## config.mk

```make
export PLATFORM = sky130hd
export DESIGN_NAME = turn_sequencer
export DESIGN_NICKNAME = d
export VERILOG_FILES = /design/src/rtl/game_pkg.sv /design/src/rtl/turn_rr_counter.sv /design/src/rtl/turn_sequencer.sv
export SDC_FILE = /design/constraint.sdc
export NUM_CORES = 1
export LEC_CHECK = 0
export CORE_ASPECT_RATIO = 0.9
export CORE_UTILIZATION = 50
export CTS_BUF_LIST = sky130_fd_sc_hd__clkbuf_8 sky130_fd_sc_hd__clkbuf_16
export DETAILED_ROUTE_END_ITERATION = 16
export GPL_TIMING_DRIVEN = 0
export PLACE_DENSITY = 0.84
export SYNTH_ARGS = -nofsm -noshare
export SYNTH_HDL_FRONTEND = slang
export SYNTH_SLANG_ARGS = --single-unit
```

## constraint.sdc

```tcl
create_clock -name clk -period 9.6 [get_ports clk]
set_input_delay 2.4 -clock clk [delete_from_list [all_inputs] [get_ports clk]]
set_output_delay 2.4 -clock clk [all_outputs]
set_load 0.01 [all_outputs]
```

## src/rtl/game_pkg.sv

```systemverilog
// Shared types and helpers for the board-game turn sequencer.
// The state enum and the roll clamp are kept here so every block agrees on them.
package game_pkg;

    typedef enum logic [2:0] {
        ST_IDLE,
        ST_ISSUE,
        ST_WAIT_START,
        ST_WAIT_DONE,
        ST_CHECK,
        ST_OVER
    } seq_state_t;

    localparam int TILE_W        = 4;
    localparam int DEF_LAST_TILE = 9;

    // Steps actually taken: the roll, limited by the step cap and by the distance left to the goal.
    function automatic logic [2:0] clamp_steps(input logic [2:0]        roll,
                                               input logic [TILE_W-1:0] tile,
                                               input logic [TILE_W-1:0] last,
                                               input logic [2:0]        max_steps);
        logic [TILE_W-1:0] remain;
        logic [2:0]        lim;
        remain = (tile >= last) ? '0 : last - tile;
        lim    = (roll > max_steps) ? max_steps : roll;
        return (remain < {1'b0, lim}) ? remain[2:0] : lim;
    endfunction

endpackage

```

## src/rtl/turn_rr_counter.sv

```systemverilog
// Round-robin active-player register.
// A clear request takes priority over an advance request.
module turn_rr_counter #(
    parameter int NUM_PLAYERS = 2
) (
    input  logic       clk,
    input  logic       rst,
    input  logic       i_advance,
    input  logic       i_clear,
    output logic [1:0] o_player
);
    localparam logic [1:0] LAST_P = 2'(NUM_PLAYERS - 1);

    logic [1:0] r_player;

    always_ff @(posedge clk or posedge rst) begin
        if (rst)
            r_player <= '0;
        else if (i_clear)
            r_player <= '0;
        else if (i_advance)
            r_player <= (r_player == LAST_P) ? 2'd0 : r_player + 2'd1;
    end

    assign o_player = r_player;

endmodule

```

## src/rtl/turn_sequencer.sv

```systemverilog
// Turn scheduler: turns each accepted dice roll into single-tile move triggers for the active player,
// waits for every move/jump to finish, and latches the winner when the goal tile is reached.
//
// state        | meaning
// IDLE         | waiting for a roll; roll_ready high
// ISSUE        | move_trigger pulse is on the wire; timeout timer loaded
// WAIT_START   | waiting for the active controller to raise is_moving
// WAIT_DONE    | move and jump in progress; waiting for is_moving to fall
// CHECK        | one cycle to read the updated tile and decide what follows
// OVER         | game finished; only restart is honoured
module turn_sequencer
    import game_pkg::*;
#(
    parameter int NUM_PLAYERS   = 2,
    parameter int LAST_TILE     = DEF_LAST_TILE,
    parameter int MAX_STEPS     = 6,
    parameter int START_TIMEOUT = 15
) (
    input  logic                          clk,
    input  logic                          rst,
    input  logic                          roll_valid,
    input  logic [2:0]                    roll_steps,
    output logic                          roll_ready,
    input  logic                          restart,
    input  logic [NUM_PLAYERS-1:0]        is_moving,
    input  logic [TILE_W*NUM_PLAYERS-1:0] tiles_in,
    output logic [NUM_PLAYERS-1:0]        move_trigger,
    output logic [1:0]                    active_player,
    output logic [2:0]                    steps_left,
    output logic                          busy,
    output logic                          game_over,
    output logic [1:0]                    winner_id,
    output logic                          timeout_err
);
    localparam logic [TILE_W-1:0] LAST_T   = TILE_W'(LAST_TILE);
    localparam logic [2:0]        MAX_S    = 3'(MAX_STEPS);
    localparam int                TW       = $clog2(START_TIMEOUT + 1);
    localparam logic [TW-1:0]     TMR_LOAD = TW'(START_TIMEOUT - 1);

    seq_state_t r_state, w_state_nxt;

    logic [NUM_PLAYERS-1:0] r_trig, w_trig_nxt;
    logic [2:0]             r_steps, w_steps_nxt;
    logic                   r_busy, w_busy_nxt;
    logic                   r_over, w_over_nxt;
    logic [1:0]             r_winner, w_winner_nxt;
    logic                   r_terr, w_terr_nxt;
    logic                   r_ready, w_ready_nxt;
    logic [TW-1:0]          r_tmr;

    logic [TILE_W-1:0] w_tile;
    logic              w_moving;
    logic [2:0]        w_steps_eff;
    logic              w_accept;
    logic              w_timeout;
    logic              w_advance;
    logic              w_clear;
    logic [1:0]        w_active;

    turn_rr_counter #(.NUM_PLAYERS(NUM_PLAYERS)) u_rr (
        .clk       (clk),
        .rst       (rst),
        .i_advance (w_advance),
        .i_clear   (w_clear),
        .o_player  (w_active)
    );

    always_comb begin
        w_tile   = '0;
        w_moving = 1'b0;
        for (int p = 0; p < NUM_PLAYERS; p++) begin
            if (w_active == 2'(p)) begin
                w_tile   = tiles_in[TILE_W*p +: TILE_W];
                w_moving = is_moving[p];
            end
        end
    end

    assign w_steps_eff = clamp_steps(roll_steps, w_tile, LAST_T, MAX_S);
    assign w_accept    = (r_state == ST_IDLE) && roll_valid;

    always_ff @(posedge clk or posedge rst) begin
        if (rst)
            r_state <= ST_IDLE;
        else
            r_state <= w_state_nxt;
    end

    always_comb begin
        w_state_nxt = r_state;
        w_timeout   = 1'b0;
        case (r_state)
            ST_IDLE:       if (w_accept && w_steps_eff != 3'd0) w_state_nxt = ST_ISSUE;
            ST_ISSUE:      w_state_nxt = ST_WAIT_START;
            ST_WAIT_START: begin
                if (w_moving)
                    w_state_nxt = ST_WAIT_DONE;
                else if (r_tmr == '0) begin
                    w_timeout   = 1'b1;
                    w_state_nxt = ST_IDLE;
                end
            end
            ST_WAIT_DONE:  if (!w_moving) w_state_nxt = ST_CHECK;
            ST_CHECK: begin
                if (w_tile == LAST_T)
                    w_state_nxt = ST_OVER;
                else if (r_steps > 3'd1)
                    w_state_nxt = ST_ISSUE;
                else
                    w_state_nxt = ST_IDLE;
            end
            ST_OVER:       if (restart) w_state_nxt = ST_IDLE;
            default:       w_state_nxt = ST_IDLE;
        endcase
    end

    always_comb begin
        w_trig_nxt   = '0;
        w_steps_nxt  = r_steps;
        w_busy_nxt   = r_busy;
        w_over_nxt   = r_over;
        w_winner_nxt = r_winner;
        w_terr_nxt   = r_terr;
        w_advance    = 1'b0;
        w_clear      = 1'b0;
        case (r_state)
            ST_IDLE: begin
                if (w_accept) begin
                    if (w_steps_eff == 3'd0)
                        w_advance = 1'b1;
                    else begin
                        w_steps_nxt = w_steps_eff;
                        w_busy_nxt  = 1'b1;
                    end
                end
            end
            ST_WAIT_START: begin
                if (w_timeout) begin
                    w_terr_nxt  = 1'b1;
                    w_steps_nxt = '0;
                    w_busy_nxt  = 1'b0;
                    w_advance   = 1'b1;
                end
            end
            ST_CHECK: begin
                w_steps_nxt = r_steps - 3'd1;
                if (w_tile == LAST_T) begin
                    w_over_nxt   = 1'b1;
                    w_winner_nxt = w_active;
                    w_busy_nxt   = 1'b0;
                end else if (r_steps <= 3'd1) begin
                    w_busy_nxt = 1'b0;
                    w_advance  = 1'b1;
                end
            end
            ST_OVER: begin
                if (restart) begin
                    w_over_nxt = 1'b0;
                    w_clear    = 1'b1;
                end
            end
            default: ;
        endcase
        // The trigger is registered, so it is raised on the edge that enters ISSUE.
        if (w_state_nxt == ST_ISSUE) begin
            for (int p = 0; p < NUM_PLAYERS; p++)
                w_trig_nxt[p] = (w_active == 2'(p));
        end
        w_ready_nxt = (w_state_nxt == ST_IDLE);
    end

    always_ff @(posedge clk or posedge rst) begin
        if (rst) begin
            r_trig   <= '0;
            r_steps  <= '0;
            r_busy   <= 1'b0;
            r_over   <= 1'b0;
            r_winner <= '0;
            r_terr   <= 1'b0;
            r_ready  <= 1'b1;
            r_tmr    <= '0;
        end else begin
            r_trig   <= w_trig_nxt;
            r_steps  <= w_steps_nxt;
            r_busy   <= w_busy_nxt;
            r_over   <= w_over_nxt;
            r_winner <= w_winner_nxt;
            r_terr   <= w_terr_nxt;
            r_ready  <= w_ready_nxt;
            if (r_state == ST_ISSUE)
                r_tmr <= TMR_LOAD;
            else if (r_state == ST_WAIT_START && r_tmr != '0)
                r_tmr <= r_tmr - TW'(1);
        end
    end

    assign move_trigger  = r_trig;
    assign active_player = w_active;
    assign steps_left    = r_steps;
    assign busy          = r_busy;
    assign game_over     = r_over;
    assign winner_id     = r_winner;
    assign timeout_err   = r_terr;
    assign roll_ready    = r_ready;

endmodule

```

**Word level (Yosys, flattened, before mapping)**

Index checks and enable logic that the tools add are counted.

- Word-level logic and storage cells: 97
- Register bits after elaboration: 20
- Input port bits: 17

- Reductions and logical operators: 19
- Magnitude comparators: 5
- Add/sub/neg operators: 4
- Equal/unequal tests: 14
- Multiplexer cells: 45

Operators with widths:

| cell | count |
|---|---|
| 3-bit 2-to-1 mux | 11 |
| 1-bit 2-to-1 mux | 20 |
| 4-bit 2-to-1 mux | 5 |
| 3-bit case mux with 6 select lines | 1 |
| 2-bit inequality test, second input constant | 5 |
| 3-bit logical NOT | 3 |
| 3-bit case mux with 3 select lines | 1 |
| 2-bit 2-to-1 mux | 4 |
| 3-bit by 1-bit == test with 1-bit output, second input constant | 2 |
| 3-bit by 2-bit == test with 1-bit output, second input constant | 2 |
| 3-bit == test, second input constant | 2 |
| 1-bit case mux with 3 select lines | 2 |
| 2-bit nonzero test | 3 |
| 3-bit nonzero test | 2 |
| 5-bit AND reduction | 1 |
| 4-bit == test, second input constant | 1 |
| 4-bit >= comparator, second input constant | 1 |
| 4-bit logical NOT | 1 |
| 4-bit by 3-bit < comparator with 1-bit output | 1 |
| 2-bit AND reduction | 2 |
| 4-bit AND reduction | 1 |
| 4-bit nonzero test | 1 |
| 4-bit by 1-bit subtractor with 4-bit output, second input constant | 1 |
| 4-bit subtractor, first input constant | 1 |
| other kinds (11) | 13 |

**Logic depth before layout (Yosys ltp)**

Gate-level depths: netlist of the first run.

- Depth in word-level cells: 13
- Gate-level depth with buffers: 15
- Gate-level depth less buffers: 13

**Modules after synthesis**

From an unflattened synthesis of the first run, not the netlist that was laid out.

- Cell total of the unflattened synthesis: 157
- Area total of the unflattened synthesis: 1415.1 µm²

Modules (own cells, without submodules):

| module | area each (µm²) | sequential area each (µm²) | cells each | times used |
|---|---|---|---|---|
| turn_sequencer | 1337.5 | 451.7 | 150 | 1 |
| turn_rr_counter | 77.6 | 50.0 | 7 | 1 |

**Worst setup path before layout of the first run**

Ideal clock, no wire load.

- Kind: in2reg
- From: input tiles_in[6]
- To: register r_steps[1] (netlist: steps_left[1])
- Required time: 9472 ps
- Path buffers: 0
- Stages: 13
- Arrival time: 5028 ps
- Setup slack: 4444 ps
- Path through: mux2_2 > nand2_1 > ha_1 > nand2b_1 > o22ai_1 > a21boi_0 > ha_1 > a21o_1 > a2111oi_4 > a32oi_4 > mux2i_1 > a21oi_2 > mux2_1

- Longest elaborated chain between the ends: 8
- Elaborated cells between the ends (all ways): 12
- Classes of those cells: add/sub (1); order compare (2); eq/ne (1); mux (6); reduce/logical (2)

RTL lines:

| element | line | RTL |
|---|---|---|
| start: declaration | turn_sequencer.sv:26 | `input logic [TILE_W*NUM_PLAYERS-1:0] tiles_in,` |
| 4-bit 2-to-1 mux * | turn_sequencer.sv:72 | `if (w_active == 2'(p)) begin` |
| 4-bit subtractor / 4-bit >= comparator (equally long branches) | game_pkg.sv:24 | `remain = (tile >= last) ? '0 : last - tile;` |
| 4-bit 2-to-1 mux * | game_pkg.sv:24 |  |
| 4-bit by 3-bit < comparator with 1-bit output | game_pkg.sv:26 | `return (remain < {1'b0, lim}) ? remain[2:0] : lim;` |
| 3-bit 2-to-1 mux * | game_pkg.sv:26 |  |
| 3-bit logical NOT / 3-bit 2-to-1 mux (equally long branches) | turn_sequencer.sv:129 | `if (w_steps_eff == 3'd0)` |
| 2-bit inequality test (no source line) / 3-bit 2-to-1 mux (equally long branches) | - |  |
| 4-bit AND reduction (no source line) / 3-bit case mux with 3 select lines (equally long branches) | - |  |
| end signal: assignment | turn_sequencer.sv:184 | `r_steps <= w_steps_nxt;` |
| end: declaration | turn_sequencer.sv:43 | `logic [2:0] r_steps, w_steps_nxt;` |

Every way passes the cells marked *; elsewhere a longest branch is shown, timed or not. The select of a mux whose other input is x is not followed.
A chain may end at the register's enable or synchronous reset.

**Worst setup path in the final report of the first run**

Ends and elaborated chain as after synthesis.

==> results of run 1 <==
[final cells by class]
| type | instances | share of cell area (%) |
|---|---|---|
| plain buffers | 6 | 1.55 |
| repair buffers | 29 | 14.4 |
| well taps | 42 | 2.61 |
| clock inverters | 1 | 1.49 |
| clock buffers | 3 | 2.05 |
| inverters | 14 | 2.61 |
| flip-flops and latches | 20 | 24.9 |
| multi-input cells | 133 | 50.3 |
[kinds of logic (layout without fill, tap and decap cells)]
kind of cell / after synthesis / count (layout) / share of synthesized area, %
AOI/OAI and AO/OA: 50 / 50 / 27.3
adders and majority gates: 6 / 6 / 4.70
buffers and inverters: 20 / 53 / 5.25
DFF: 20 / 20 / 31.4
muxes: 13 / 13 / 9.87
and+or+nand+nor: 64 / 64 / 21.5
[synthesized netlist by cell type (3+ instances only)]
cell	number
sky130_fd_sc_hd__a21oi_1	9
sky130_fd_sc_hd__clkbuf_1	4
sky130_fd_sc_hd__dfrtp_1	19
sky130_fd_sc_hd__ha_1	6
sky130_fd_sc_hd__inv_1	14
sky130_fd_sc_hd__mux2_2	4
sky130_fd_sc_hd__mux2i_1	5
sky130_fd_sc_hd__nand2_1	13
sky130_fd_sc_hd__nand2b_1	5
sky130_fd_sc_hd__nand3_1	6
sky130_fd_sc_hd__nor2_1	13
sky130_fd_sc_hd__nor2b_1	5
sky130_fd_sc_hd__nor3_1	5
sky130_fd_sc_hd__nor4_1	3
sky130_fd_sc_hd__o21ai_0	5
sky130_fd_sc_hd__o22ai_1	4
sky130_fd_sc_hd__or3_1	3
[through the flow]
step | instance area [µm²] | hold slack, ns | power (W) | setup slack (ns) | util (%)
floorplan | 1600 | 0.505 | 0.000398 | 4.44 | -
global placement | 1940 | 0.462 | 0.000481 | 3.69 | 63.8
detailed placement | 1940 | 0.462 | 0.000493 | 3.60 | 63.8
CTS | 2010 | 0.483 | 0.000579 | 3.85 | 66.1
global route | 2010 | 0.521 | 0.000618 | 3.62 | 66.1
finish | 2010 | 0.478 | 0.000579 | 3.83 | 66.1
[worst reg2reg max path: cells and delay by family, from the launching register on]
family | cells | cell delay (ns)
buffers and inverters | 2 | 0.49
adders and majority gates | 2 | 0.59
and+or+nand+nor | 3 | 0.45
muxes | 3 | 1.08
DFF | 1 | 0.37
AOI/OAI and AO/OA | 5 | 1.06
[routing by layer]
layer,vias up,share of wire (%),global-route usage [%]
met5,-,0,0
li1,712,-,-
met4,0,1.8,8.25
met3,9,2.8,1.86
met1,718,43,27.6
met2,41,52,41.6
[worst paths after layout]
check / cells after the start / to / from / slack [ns]
max: 14 / steps_left[1] / tiles_in[6] / 3.83
min: 1 / timeout_err / timeout_err / 0.48
max reg2reg: 15 / steps_left[1] / u_rr.o_player[0] / 5.44
min reg2reg: 1 / timeout_err / timeout_err / 0.48
max in group asynchronous: 2 / steps_left[0] / rst / 6.56
min in group asynchronous: 2 / r_state[0] / rst / 2.57
[flip-flops by register name, summed over array words and instances, names as in the netlist]
signal,count
move_trigger,2
r_tmr,4
winner_id,2
steps_left,3
r_state,3
busy,1
game_over,1
u_rr.o_player,2
timeout_err,1
roll_ready,1
[power breakdown]
group          internal, W  leakage [nW]  switching [W]
Sequential        0.000115         0.246      0.0000212
Combinational     0.000169         0.559       0.000189
Clock            0.0000557        0.0357      0.0000292
==> results.md, run 1 <==
- Leakage power total: between 0.8 and 0.9 nW
- First-pass detailed-route iteration total: 4
- Wire length of the first global-routing pass: about 6000 µm
- Die width: slightly above 60 µm
- Count of instances resized after the clock tree is built: 0
- Multi-input combinational cell area: between 1000 and 1500 µm²
- Average detailed-routed wire length per instance: between 15 and 20 µm
- Endpoints failing hold: 0
- DRC Markers: 0
- Post-synthesis sequential element count: 20
- Most frequently used flop master after synthesis: sky130_fd_sc_hd__dfrtp_1
- Family with the most delay on the worst path: compound AO/OA/AOI/OAI gates
- H-tree levels: 1
- Standard cell with the maximum stage delay on the critical path: sky130_fd_sc_hd__clkdlybuf4s50_1
- Time the final worst path needs with I/O delays and setup: 5.77 ns
- Number of rows created at floorplan: 19
- Non-Filler Instances: around 250
- Clock transition at the registers of the reported paths: roughly 0.080 ns
- Largest area contributor in the netlist: sky130_fd_sc_hd__dfrtp_1
- Transition time at the pin with the least slew margin: 0.747 ns
- GR Overflow Total: 0
- Most common cell after layout, fill and taps aside: sky130_fd_sc_hd__clkdlybuf4s50_1
- Path type of the worst setup path: in2reg
- Combined global-route utilization of all metal layers: 23.1%
- Period Utilization, post-route: approximately three fifths
- Max Buffers Root-to-Sink: 2
- Area share of the largest cell type after synthesis: 29.8%
- Total clock sinks: 20
- Via count of the first global-routing pass: 1,415
- Initial core utilization: around 53%
- Layout-stage area growth over the synthesis result: 25.9%
- Most common cell on crit path: sky130_fd_sc_hd__ha_1
- Layout fillers: 272
- Setup repair after global routing missed its margin: no
- Placed instance count: between 200 and 250
- Type of origin of the critical path: primary input
- Number of buffer and inverter instances along the worst setup path: 1
- Final #Nets: 230
- Arrival time of data at the critical path endpoint: 5.91 ns
- Post-synth cell types: 61
- Mean instance size in the synthesized netlist: around 9 µm²
- Via/cell ratio: between 5 and 6
- Source-to-sink clock delay at the later pin of the worst-skew pair: about 0.26 ns
- Maxcap violations: 0
- Max transition margin: about half
- Layout Skew: between 0.001 and 0.0015 ns
- Post-DRT Antenna Nets: 0
- FFs w/ async S/R, synth: 100%
- Clock tree root buffer cell: sky130_fd_sc_hd__clkbuf_8
- Maximum ir drop on the vdd rail: 0.000129 V
- Number of I/O port buffers: 29
- Sequential cell area in the final layout: 502 µm²
- Cells after synthesis: between 150 and 200
- TritonCTS Buffers: 3
- Initial antenna violation count: 0
- Power per cell area: 288 nW/µm²
- Result of the run: complete, no violations
- Setup violators final: 0
- Cell-by-cell trace of the critical path: clkdlybuf4s50_1 > mux2_2 > nand2_1 > ha_1 > nand2b_1 > o22ai_1 > a21boi_0 > ha_1 > and2_1 > o21ai_1 > a32oi_4 > mux2i_1 > a21oi_2 > mux2_1
- Post-cts hold buffer count: 0
- Setup bufs post-CTS: 0
- Post-synthesis instance area: between 1500 and 2000 µm²
- Count of warnings emitted by yosys: 0
- Critical Path Sink Type: flip-flop
- Top cells by area, synth: sky130_fd_sc_hd__dfrtp_1, sky130_fd_sc_hd__ha_1, sky130_fd_sc_hd__inv_1, sky130_fd_sc_hd__mux2i_1, sky130_fd_sc_hd__nand2_1
- Placer's final routability congestion estimate: 0.827
- Floorplan die height: 55.6 µm
- Final HPWL from detailed placement: approximately 3000 µm
- Pin count of the biggest net entering global routing: 21
- Vias after detailed routing: ~1,500
- Most frequent cells in the layout: sky130_fd_sc_hd__clkdlybuf4s50_1, sky130_fd_sc_hd__dfrtp_1, sky130_fd_sc_hd__inv_1
- Number of slew-limit violations in the final report: 0
- Class of the most critical hold timing path: reg2reg
- Number of placed I/O pins: 30
- Number of nets produced by synthesis: around 200
- Sum of negative setup slack: 0 ns
- Die ar.: around 3400 µm²
- TritonCTS clock tree: built
- Antenna diode instance count: 0
- Wire length reported by the detailed router: around 3700 µm
- Count of flip-flops with a built-in enable after synthesis: 0
- Timing-limited maximum frequency: around 170 MHz
- Proportion of synthesized chip area in sequential cells: a little under a third
- Critical path data required time: slightly below 10 ns
- Top fanout value on the critical path: 5
- Core outline area: slightly above 3000 µm²
- Worst stage delay on the critical path: 0.44 ns
- Ratio of cells with drive above 1 in the final layout: between 10% and 20%
- First-iteration detailed-routing DRC count: 103
No activity file was read; power rests on OpenSTA's default activity.
==> inputs of run 2 (changes only) <==
clock period = 5.5 ns   (was 9.6 ns; I/O delays follow)
==> results of run 2 <==
Same layout as run 1 (identical final DEF). Status: complete, no violations.
Among the figures that moved: setup slack after placement 3.60 ns -> 0.520 ns; setup slack after layout 3.83 ns -> 0.757 ns; register-to-register setup slack 5.44 ns -> 1.34 ns; total power 0.000579 W -> 0.00101 W; worst IR drop on VDD 0.000129 V -> 0.000226 V
==> inputs of run 3 (changes only) <==
CORE_ASPECT_RATIO = not set   (was 0.9)
CORE_UTILIZATION = 49   (was 50)
CTS_BUF_LIST = sky130_fd_sc_hd__clkbuf_4   (was sky130_fd_sc_hd__clkbuf_8 sky130_fd_sc_hd__clkbuf_16)
PLACE_DENSITY = 0.86   (was 0.84)
clock period = 3.85 ns   (was 5.5 ns; I/O delays follow)
==> run 3 against run 2 <==
Sequential share of layout area is 1.3 points lower. Clock power is 27% lower. Wire length rose by 3.9%. First-iteration DRC count is 50% lower. Setup slack got worse by 0.63 ns. Die area rose by 2.0%. Largest cell class unchanged. Sequential cell count unchanged. Final cell count up 5.2%. Critical endpoint unchanged. Highest routed layer unchanged.
==> results.md, run 3 (synthesis gave the netlist of run 1 again) <==
- Die width: 59.1 µm (was 61.6 µm)
- Worst reg2reg setup slack: 0.27 ns (was 1.34 ns)
- Hold_sp: game_over (was timeout_err)
- Class of the most critical hold timing path: reg2reg (unchanged)
- Layout-stage area growth over the synthesis result: 33.1% (was 25.9%)
- First-iteration detailed-routing DRC count: 51 (was 103)
- Endpoints failing hold: 0 (unchanged)
- Core outline area: 3080 µm² (was 3040 µm²)
- Arrival time of data at the critical path endpoint: 3.94 ns (was 4.89 ns)
- Cell-by-cell trace of the critical path: clkdlybuf4s50_1 > mux2i_2 > nor2_1 > a21boi_2 > ha_1 > and2_4 > a2111oi_4 > a32oi_4 > mux2i_2 > a21oi_2 > mux2_4 (was clkdlybuf4s50_1 > mux2_2 > nand2_1 > ha_1 > nand2b_1 > o22ai_1 > a21boi_0 > ha_1 > and2_1 > o21ai_1 > a32oi_4 > mux2i_1 > a21oi_2 > mux2_1)
- Worst stage delay on the critical path: 0.45 ns (was 0.44 ns)
- Layout Skew: 0.00994 ns (was 0.00130 ns)
- Final HPWL from detailed placement: 2770 µm (was 3010 µm)
- Flip-flop count of the largest register after layout: 4 (unchanged)
- Path type of the worst setup path: in2reg (unchanged)
- TritonCTS clock tree: built (unchanged)
- Total clock sinks: 20 (unchanged)
- Antenna diode instance count: 0 (unchanged)
- Vias after detailed routing: 1,529 (was 1,480)
- Type of origin of the critical path: primary input (unchanged)
- Most common cell after layout, fill and taps aside: sky130_fd_sc_hd__clkdlybuf4s50_1 (unchanged)
- Placed instance area: 1940 µm² (about the same)
- Number of I/O port buffers: 29 (unchanged)
- Source-to-sink clock delay at the later pin of the worst-skew pair: 0.31 ns (was 0.26 ns)
- Initial antenna violation count: 0 (unchanged)
- Met2 GRT Util: 41.6% (about the same)
- Ratio of cells with drive above 1 in the final layout: 23.0% (was 14.1%)
- Setup violators final: 0 (unchanged)
- Via/cell ratio: 5.86 (was 5.97)
- Floorplan die height: 59.1 µm (was 55.6 µm)
- Post-DRT Antenna Nets: 0 (unchanged)
- Number of rows created at floorplan: 20 (was 19)
- Number of buffer and inverter instances along the worst setup path: 1 (unchanged)
- Reg with most FFs: r_tmr (unchanged)
- DRC Markers: 0 (unchanged)
- Met1 Resource Use GR: 29.8% (was 27.6%)
- Time the final worst path needs with I/O delays and setup: ~3.7 ns
- Critical path data required time: 4.06 ns (was 5.65 ns)
- Clock transition at the registers of the reported paths: 0.12 ns (was 0.08 ns)
- First-pass detailed-route iteration total: 4 (unchanged)
- Most frequent cells in the layout: sky130_fd_sc_hd__clkdlybuf4s50_1, sky130_fd_sc_hd__dfrtp_1, sky130_fd_sc_hd__inv_1 (unchanged)
- Result of the run: complete, no violations (unchanged)
- Standard cell with the maximum stage delay on the critical path: sky130_fd_sc_hd__clkdlybuf4s50_1 (unchanged)
- Length in cells of the worst reg-to-reg path: 15 (unchanged)
- Terminating pin of the worst hold path: game_over (was timeout_err)
- Met3 GRT Util: 1.97% (was 1.86%)
- Number of slew-limit violations in the final report: 0 (unchanged)
- Period Utilization, post-route: 96.7%
- Family with the most delay on the worst path: multiplexers (was compound AO/OA/AOI/OAI gates)
- Setup repair after global routing missed its margin: no (unchanged)
- Clock tree root buffer cell: sky130_fd_sc_hd__clkbuf_4 (was sky130_fd_sc_hd__clkbuf_8)
- Top fanout value on the critical path: 6 (was 5)
- H-tree levels: 1 (unchanged)
- Max Buffers Root-to-Sink: 2 (unchanged)
- Post-cts hold buffer count: 0 (unchanged)
- Max transition margin: 49.1% (was 50.2%)
- Layout fillers: 239 (was 272)
- Average detailed-routed wire length per instance: 14.9 µm (was 15.1 µm)
- Wire length reported by the detailed router: 3880 µm (was 3740 µm)
- Initial core utilization: 51.9% (was 52.5%)
- Final #Nets: 241 (was 230)
- Placer's final routability congestion estimate: 0.861 (was 0.827)
- Via count of the first global-routing pass: 1,455 (was 1,415)
- Power per cell area: 693 nW/µm² (was 502 nW/µm²)
- Transition time at the pin with the least slew margin: 0.763 ns (was 0.747 ns)
- Die ar.: 3490 µm² (was 3430 µm²)
- Crit Reg-Reg Startpoint: u_rr.o_player[0] (unchanged)
- Combined global-route utilization of all metal layers: 24.1% (was 23.1%)
- GR Overflow Total: 0 (unchanged)
- TritonCTS Buffers: 3 (unchanged)
- Number of placed I/O pins: 30 (unchanged)
- Critical Path Sink Type: flip-flop (unchanged)
- R2R Path End: steps_left[1] (unchanged)
- Maximum ir drop on the vdd rail: 0.000341 V (was 0.000226 V)
- Timing-limited maximum frequency: roughly 270 MHz
- Count of cells along the worst hold path: 1 (unchanged)
- Wire length of the first global-routing pass: 6350 µm (was 6010 µm)
- Leakage power total: 0.926 nW (was 0.840 nW)
- Most common cell on crit path: sky130_fd_sc_hd__mux2i_2 (was sky130_fd_sc_hd__ha_1)
- Maxcap violations: 0 (unchanged)
- Post-route cell area: 2130 µm² (was 2010 µm²)
- Worst slack on hold paths: 0.500 ns (was 0.478 ns)
- Most Crowded Layer GR: met2 (unchanged)
- Pin count of the biggest net entering global routing: 21 (unchanged)
## run 3: worst max path at each step
stage | start | to | slack [ns] | cells after the start
4_1_cts | tiles_in[5] | steps_left[1] | 0.003 | 14
2_1_floorplan | tiles_in[6] | steps_left[1] | 0.13 | 13
5_1_grt | tiles_in[3] | u_rr.o_player[0] | 0.02 | 12
6_report | tiles_in[3] | steps_left[1] | 0.13 | 11
3_3_place_gp | tiles_in[5] | steps_left[1] | -0.58 | 14
3_5_place_dp | tiles_in[5] | steps_left[1] | -0.66 | 14
## run 3: per-stage QoR
step	instances	utilization (%)	worst slack (ns)	total power [W]	TNS (ns)
2_1_floorplan	173	-	0.132	0.000992	0
3_3_place_gp	246	63.1	-0.585	0.00120	-4.50
3_5_place_dp	246	63.1	-0.662	0.00122	-5.08
4_1_cts	258	67.1	0.00327	0.00140	0
5_1_grt	261	69.1	0.0196	0.00158	0
6_report	261	69.1	0.125	0.00148	0
## run 3: cell type report
cell class	count	area (µm²)	area share, %
multi-input combinational	133	1070	50.4
clock inverter	1	3.75	0.176
tap	44	55.1	2.59
sequential	20	502	23.6
buffer	6	32.5	1.53
timing repair buffer	40	387	18.2
inverter	14	52.6	2.47
clock buffer	3	22.5	1.06
## run 3: per-layer routing
| metal | part of all wire [%] | vias to the layer above |
|---|---|---|
| li1 | - | 725 |
| met2 | 50 | 63 |
| met5 | 0 | - |
| met4 | 2.4 | 0 |
| met3 | 4.0 | 8 |
| met1 | 44 | 733 |
## run 3: repair_timing
action / 4_1_cts / 5_1_grt
endpoints found under the setup margin: 10 / 9
gates resized for setup: 8 / 13
endpoints found under the hold margin: 0 / 0
cloned: 0 / 0
pin swaps: 6 / 7
setup buffers: 8 / 3
## run 3: power by group
part           switching [W]  total [W]  internal [W]
Sequential         0.0000526   0.000338      0.000286
Clock              0.0000698   0.000108     0.0000379
Combinational       0.000511    0.00103      0.000518
Total               0.000634    0.00148      0.000841
